[src/rtl/fetch_pkg.sv]
// Shared definitions for the instruction fetch stage:
// state encoding, the NOP encoding and the default reset PC.
package fetch_pkg;

    typedef enum logic [1:0] {
        FETCH  = 2'd0,
        SQUASH = 2'd1,
        HOLD   = 2'd2
    } fetch_state_e;

    localparam logic [31:0] NOP_INSTR    = 32'h0000_0000;
    localparam logic [31:0] DEF_RESET_PC = 32'h0000_0000;

endpackage

[src/rtl/instruction_fetch_if.sv]
// Instruction memory read port: request/address out,
// ack/data back in the cycle the read completes.
interface instruction_fetch_if #(
    parameter int ADDR_WIDTH = 32
);
    logic                  req;
    logic [ADDR_WIDTH-1:0] addr;
    logic                  ack;
    logic [31:0]           data;

    modport master (
        output req,
        output addr,
        input  ack,
        input  data
    );

    modport slave (
        input  req,
        input  addr,
        output ack,
        output data
    );
endinterface

[src/rtl/if_id_reg.sv]
// IF/ID pipeline register: flush beats load, load beats hold,
// and with none of them asserted the slot becomes a bubble.
module if_id_reg
    import fetch_pkg::*;
#(
    parameter int ADDR_WIDTH = 32
) (
    input  logic                  i_clk,
    input  logic                  i_rst,
    input  logic                  i_flush,
    input  logic                  i_load,
    input  logic                  i_hold,
    input  logic [31:0]           i_instr,
    input  logic [ADDR_WIDTH-1:0] i_pc_plus4,
    output logic [31:0]           o_instr,
    output logic [ADDR_WIDTH-1:0] o_pc_plus4,
    output logic                  o_valid
);

    logic [31:0]           r_instr;
    logic [ADDR_WIDTH-1:0] r_pc_plus4;
    logic                  r_valid;

    always_ff @(posedge i_clk) begin
        if (i_rst) begin
            r_instr    <= NOP_INSTR;
            r_pc_plus4 <= '0;
            r_valid    <= 1'b0;
        end else if (i_flush) begin
            r_instr <= NOP_INSTR;
            r_valid <= 1'b0;
        end else if (i_load) begin
            r_instr    <= i_instr;
            r_pc_plus4 <= i_pc_plus4;
            r_valid    <= 1'b1;
        end else if (!i_hold) begin
            r_valid <= 1'b0;
        end
    end

    assign o_instr    = r_instr;
    assign o_pc_plus4 = r_pc_plus4;
    assign o_valid    = r_valid;

endmodule

[src/rtl/instruction_fetch.sv]
// Fetch stage: PC, imem requests, skid buffer and redirect squash.
// FETCH_STATS_EN adds fetch/squash counter outputs.
module instruction_fetch
    import fetch_pkg::*;
#(
    parameter int                    ADDR_WIDTH = 32,
    parameter logic [ADDR_WIDTH-1:0] RESET_PC   = ADDR_WIDTH'(DEF_RESET_PC)
) (
    input  logic                  i_clk,
    input  logic                  i_rst,
    input  logic                  i_stall,
    input  logic                  i_redirect,
    input  logic [ADDR_WIDTH-1:0] i_redirect_pc,
    instruction_fetch_if.master   imem,
    output logic [31:0]           o_instruction,
    output logic [ADDR_WIDTH-1:0] o_pc_plus4,
    output logic                  o_instr_valid
`ifdef FETCH_STATS_EN
    ,
    output logic [31:0]           o_fetch_count,
    output logic [31:0]           o_squash_count
`endif
);

    fetch_state_e          r_state;
    fetch_state_e          w_state_nxt;
    logic [ADDR_WIDTH-1:0] r_pc;
    logic [ADDR_WIDTH-1:0] r_req_addr;
    logic [ADDR_WIDTH-1:0] w_pc_nxt;
    logic [ADDR_WIDTH-1:0] w_req_addr_nxt;
    logic [31:0]           r_skid;
    logic [31:0]           w_skid_nxt;
    logic [ADDR_WIDTH-1:0] w_rpc;
    logic [ADDR_WIDTH-1:0] w_addr_inc;
    logic                  w_ack;
    logic                  w_load;
    logic [31:0]           w_load_instr;
    logic [ADDR_WIDTH-1:0] w_load_pc4;
    logic                  w_unused;

    assign w_rpc      = {i_redirect_pc[ADDR_WIDTH-1:2], 2'b00};
    assign w_unused   = ^i_redirect_pc[1:0];
    assign w_addr_inc = r_req_addr + ADDR_WIDTH'(4);

    // Request is gated by reset so a late ack is never taken.
    assign imem.req  = !i_rst && (r_state != HOLD);
    assign imem.addr = r_req_addr;
    assign w_ack     = imem.req && imem.ack;

    always_ff @(posedge i_clk) begin
        if (i_rst) begin
            r_state <= FETCH;
        end else begin
            r_state <= w_state_nxt;
        end
    end

    always_ff @(posedge i_clk) begin
        if (i_rst) begin
            r_pc       <= RESET_PC;
            r_req_addr <= RESET_PC;
            r_skid     <= NOP_INSTR;
        end else begin
            r_pc       <= w_pc_nxt;
            r_req_addr <= w_req_addr_nxt;
            r_skid     <= w_skid_nxt;
        end
    end

    always_comb begin
        w_state_nxt    = r_state;
        w_pc_nxt       = r_pc;
        w_req_addr_nxt = r_req_addr;
        w_skid_nxt     = r_skid;
        w_load         = 1'b0;
        w_load_instr   = imem.data;
        w_load_pc4     = w_addr_inc;
        unique case (r_state)
            FETCH: begin
                if (i_redirect) begin
                    w_pc_nxt = w_rpc;
                    if (w_ack) begin
                        w_req_addr_nxt = w_rpc;
                    end else begin
                        w_state_nxt = SQUASH;
                    end
                end else if (w_ack) begin
                    w_pc_nxt       = w_addr_inc;
                    w_req_addr_nxt = w_addr_inc;
                    if (i_stall) begin
                        w_skid_nxt  = imem.data;
                        w_state_nxt = HOLD;
                    end else begin
                        w_load = 1'b1;
                    end
                end
            end
            SQUASH: begin
                if (i_redirect) begin
                    w_pc_nxt = w_rpc;
                end
                if (w_ack) begin
                    w_req_addr_nxt = w_pc_nxt;
                    w_state_nxt    = FETCH;
                end
            end
            HOLD: begin
                // Request address already advanced past the buffered word.
                w_load_instr = r_skid;
                w_load_pc4   = r_req_addr;
                if (i_redirect) begin
                    w_pc_nxt       = w_rpc;
                    w_req_addr_nxt = w_rpc;
                    w_state_nxt    = FETCH;
                end else if (!i_stall) begin
                    w_load      = 1'b1;
                    w_state_nxt = FETCH;
                end
            end
            default: begin
                w_state_nxt = FETCH;
            end
        endcase
    end

    if_id_reg #(
        .ADDR_WIDTH (ADDR_WIDTH)
    ) u_if_id (
        .i_clk      (i_clk),
        .i_rst      (i_rst),
        .i_flush    (i_redirect),
        .i_load     (w_load),
        .i_hold     (i_stall),
        .i_instr    (w_load_instr),
        .i_pc_plus4 (w_load_pc4),
        .o_instr    (o_instruction),
        .o_pc_plus4 (o_pc_plus4),
        .o_valid    (o_instr_valid)
    );

`ifdef FETCH_STATS_EN
    logic [31:0] r_fetch_count;
    logic [31:0] r_squash_count;
    logic        w_discard;

    assign w_discard = w_ack &&
                       ((r_state == SQUASH) ||
                        (r_state == FETCH && i_redirect));

    always_ff @(posedge i_clk) begin
        if (i_rst) begin
            r_fetch_count  <= '0;
            r_squash_count <= '0;
        end else begin
            if (w_load) begin
                r_fetch_count <= r_fetch_count + 32'd1;
            end
            if (w_discard) begin
                r_squash_count <= r_squash_count + 32'd1;
            end
        end
    end

    assign o_fetch_count  = r_fetch_count;
    assign o_squash_count = r_squash_count;
`endif

endmodule

[src/flat_wrapper.sv]
// flat-port wrapper written by rule: the top's interface ports become plain ports
module instruction_fetch_flat import fetch_pkg::*;
#(
    parameter int                    ADDR_WIDTH = 32,
    parameter logic [ADDR_WIDTH-1:0] RESET_PC   = ADDR_WIDTH'(DEF_RESET_PC)
)
  (i_clk, i_rst, i_stall, i_redirect, i_redirect_pc, o_instruction, o_pc_plus4, o_instr_valid, imem_req, imem_addr, imem_ack, imem_data);
  instruction_fetch_if #(.ADDR_WIDTH(ADDR_WIDTH)) imem_i ();
  input  logic i_clk;
  input  logic i_rst;
  input  logic i_stall;
  input  logic i_redirect;
  input  logic [ADDR_WIDTH-1:0] i_redirect_pc;
  output logic [31:0] o_instruction;
  output logic [ADDR_WIDTH-1:0] o_pc_plus4;
  output logic o_instr_valid;
  output wire logic [$bits(imem_i.req)-1:0] imem_req;
  output wire logic [$bits(imem_i.addr)-1:0] imem_addr;
  input wire logic [$bits(imem_i.ack)-1:0] imem_ack;
  input wire logic [$bits(imem_i.data)-1:0] imem_data;
  assign imem_req = imem_i.req;
  assign imem_addr = imem_i.addr;
  assign imem_i.ack = imem_ack;
  assign imem_i.data = imem_data;
  instruction_fetch #(.ADDR_WIDTH(ADDR_WIDTH), .RESET_PC(RESET_PC)) u_core (.i_clk(i_clk), .i_rst(i_rst), .i_stall(i_stall), .i_redirect(i_redirect), .i_redirect_pc(i_redirect_pc), .imem(imem_i), .o_instruction(o_instruction), .o_pc_plus4(o_pc_plus4), .o_instr_valid(o_instr_valid));
endmodule
[config.mk]
export PLATFORM = sky130hd
export DESIGN_NAME = instruction_fetch_flat
export DESIGN_NICKNAME = d
export VERILOG_FILES = /design/src/rtl/fetch_pkg.sv /design/src/rtl/instruction_fetch_if.sv /design/src/rtl/if_id_reg.sv /design/src/rtl/instruction_fetch.sv /design/src/flat_wrapper.sv
export SDC_FILE = /design/constraint.sdc
export NUM_CORES = 1
export LEC_CHECK = 0
export ABC_AREA = 1
export ABC_CLOCK_PERIOD_IN_PS = 2560
export CAP_MARGIN = 40
export CORE_AREA = 4 4 135 137
export DETAILED_ROUTE_END_ITERATION = 12
export DIE_AREA = 0 0 139 141
export PLACE_DENSITY = 0.81
export SLEW_MARGIN = 15
export SYNTH_ARGS = -nofsm -noshare
export SYNTH_HDL_FRONTEND = slang
export SYNTH_HIERARCHICAL = 1
export SYNTH_SLANG_ARGS = --single-unit
[constraint.sdc]
create_clock -name i_clk -period 2.56 [get_ports i_clk]
set_clock_uncertainty 0.15 [all_clocks]
set_input_delay 0.512 -clock i_clk [delete_from_list [all_inputs] [get_ports i_clk]]
set_output_delay 0.512 -clock i_clk [all_outputs]
set_load 0.005 [all_outputs]
==> metrics.md <==
| Metric | Value |
|---|---|
| CP Max Fanout | `6` |
| Asr flop ratio synth | `0%` |
| Port bufs | `164` |
| Layout area overhead | `30.2%` |
| Sequential element share of the synthesized area | `approximately 37%` |
| Actual slew at the worst max-slew pin | `481 ps` |
| DR pass1 iterations | `5` |
| Core Area | `17100 sq um` |
| Final setup viols | `0` |
| Avg Vias per Cell | `5.49` |
| Total power per unit cell area | `594 nW/um^2` |
| Worst Path Buf+Inv | `3` |
| Max-cap violations | `0` |
| CP Capture Type | `output port` |
| Hold Fails Final Rpt | `0` |
| Nets@finish | `between 1500 and 2000` |
| CTS Buffer Depth | `2` |
| Vias | `9946` |
| Clk root buf | `clkbuf_16` |
| CP Launch Type | `input pin` |
| I/O Pins | `about 170` |
| Final TNS setup | `0 ps` |
| Largest net degree at the start of global routing | `56` |
| Post-Syn Area | `8840 sq um` |
| Placer Congestion | `0.967` |
| CP Data Required Time | `1900 ps` |
| First-pass GRT wire length | `~45000 microns` |
| Final wirelength | `28400 microns` |
| Row count | `48` |
| RSZ-0062 raised after global routing | `no` |
| Status | `complete, no violations` |
| Vias in the first global route | `9192` |
| Worst path max stage delay | `530 ps` |
| Min Tclk post-route | `approximately 2500 ps` |
| Initial antenna violation count | `1` |
| Worst EP arrival | `~1900 ps` |
| Fraction of layout cells with a size suffix above 1 | `6.62%` |
| Post-synth EDFFs | `0` |
| Max VDD drop | `0.506 mV` |
| CTS Hold Bufs | `0` |
| Antenna viol nets, final | `0` |
| CP Cell Sequence | `clkdlybuf4s50_1 > buf_4 > nor2_2 > clkdlybuf4s50_1` |
| Clk slew on worst S/H paths | `70 ps` |
| Full die area | `about 20000 sq um` |
| Avg Inst Size Synth | `approximately 6 sq um` |
| CTS tree | `built` |
| Die height | `141 microns` |
| Initial Util | `between 50% and 60%` |
| WS Path Type | `in -> out` |
| Crit path top cell by count | `clkdlybuf4s50_1` |
| Final slew viol count | `0` |
| Die X | `139 microns` |
| Seq cells post-synth | `163` |
| Synth Warn # | `6` |
| CP top delay family | `buffers and inverters` |
| 1st-iter DRT viols | `930` |
| Pleak | `0.00490 uW` |
| Worst path slowest cell | `clkdlybuf4s50_1` |
| Clock Sinks | `163` |
| Worst hold path class | `reg -> reg` |
| Post-synth net total | `1509` |
| Post-Synthesis Cells | `1436` |
| F_max | `between 300 and 400 MHz` |
| Worst-skew pair later-pin latency | `440 ps` |
| Most used DFF post-synth | `dfxtp_1` |
| H-Tree Depth | `4` |
| Final worst-path cycle share | `98.6%` |
| All-Layer GR Usage | `28.1%` |
| Dpl hpwl | `between 15000 and 20000 microns` |
| DRC viols | `0` |
| Rel. slew slack | `67.7%` |
| Hold slack | `316 ps` |
| GRT overflow | `0` |
| Post-synth cell types | `33` |
| Cts bufs inserted | `17` |
| Drt wl/cell | `15.7 microns` |
-- Yosys cell counts, types with 7 or more instances --
cell type,number,share of area [%]
dfxtp_1,163,37
o21ai_0,123,7.0
xor2_1,14,1.4
nor2_1,193,8.2
buf_4,8,0.68
nand3_1,64,3.6
nor2_2,7,0.50
inv_1,89,3.8
a21oi_1,87,4.9
clkbuf_1,43,1.8
buf_2,31,1.8
a211oi_1,24,2.0
a31oi_1,13,0.92
nand2_1,532,23
-- layout by cell type (no fill, tap or decap), types with 8 or more instances in the layout --
cell               n
a211oi_1          23
a21oi_1           87
a31oi_1           13
buf_12            15
buf_4             27
clkbuf_16         17
clkdlybuf4s50_1  164
dfxtp_1          163
inv_1             88
nand2_1          532
nand3_1           64
nor2_1           192
nor2_2             8
o21ai_0          123
xor2_1            14
-- cell families after synthesis --
| group | share of synthesized area [%] |
|---|---|
| flops | 36.9 |
| compound gates | 15.3 |
| fa+ha+maj | 0.566 |
| simple gates | 36.8 |
| xor+xnor | 1.59 |
| buf+inv | 8.80 |
-- worst register-to-register path: stages (launching register included) --
cell and delay, ps:
dfxtp_1 480, ha_1 250, nand2_1 110, nor2_4 180, nand2_4 120, nor2_4 210
nand2_1 90, nand2_1 60, nand2_1 70, nand2_1 60, o21ai_0 170, inv_1 100
nand3_1 60, nand2_1 70, nor2_1 40
-- timing repair --
item / CTS / global route
setup buffers: 0 / 1
setup endpoints to repair: 1 / 1
resized for setup: 2 / 0
-- where the power goes --
part	internal [uW]	switching [uW]	total (uW)
clock	1420	1260	2680
combinational	555	745	1300
sequential	2700	159	2850
total	4670	2170	6840
-- path summary, 6_finish.rpt --
path	start	slack [ps]	endpoint	depth (start not counted)
hold / removal	u_core/u_if_id/o_instr[25]$_SDFFE_PP0P_	320	u_core/u_if_id/o_instr[25]$_SDFFE_PP0P_	2
hold reg to reg	u_core/u_if_id/o_instr[25]$_SDFFE_PP0P_	320	u_core/u_if_id/o_instr[25]$_SDFFE_PP0P_	2
setup reg to reg	u_core/imem.addr[2]$_SDFFE_PP0P_	240	u_core/u_if_id/o_pc_plus4[22]$_SDFFE_PP0P_	14
setup / recovery	i_rst	40	imem_req	4
-- routing by layer --
metal	part of all wire (%)	wire length, microns	GRT usage [%]
met1	39	11200	34.6
met2	49	13900	46.9
met3	9.1	2590	7.29
met4	2.8	804	11.5
met5	0	0	0
-- sequential cells by signal, indices dropped and copies added (netlist names) --
register	count
u_core/imem.addr	32
u_core/r_skid	32
u_core/r_pc	32
u_core/u_if_id/o_pc_plus4	32
u_core/r_state	2
u_core/u_if_id/o_valid	1
u_core/u_if_id/o_instr	32
-- final cells by class --
cell class	count	area, sq um
well taps	225	282
fillers	1501	5550
multi-input cells	1088	4830
flip-flops and latches	163	3260
diodes	1	2.50
clock buffers	17	425
inverters	96	360
repair buffers	206	2140
clock inverters	15	205
-- per-stage QoR --
stage,area [sq um],util (%),cells,total power (uW),worst slack (ps)
after floorplan,8840,-,1436,3580,409
after global placement,10900,63.7,1778,4130,-6.75
after detailed placement,10900,63.7,1778,4170,-78.5
after CTS,11500,67.4,1809,6830,40.3
after global routing,11500,67.5,1811,7130,13.0
final,11500,67.5,1811,6840,35.2
No activity file was read; power rests on OpenSTA's default activity.
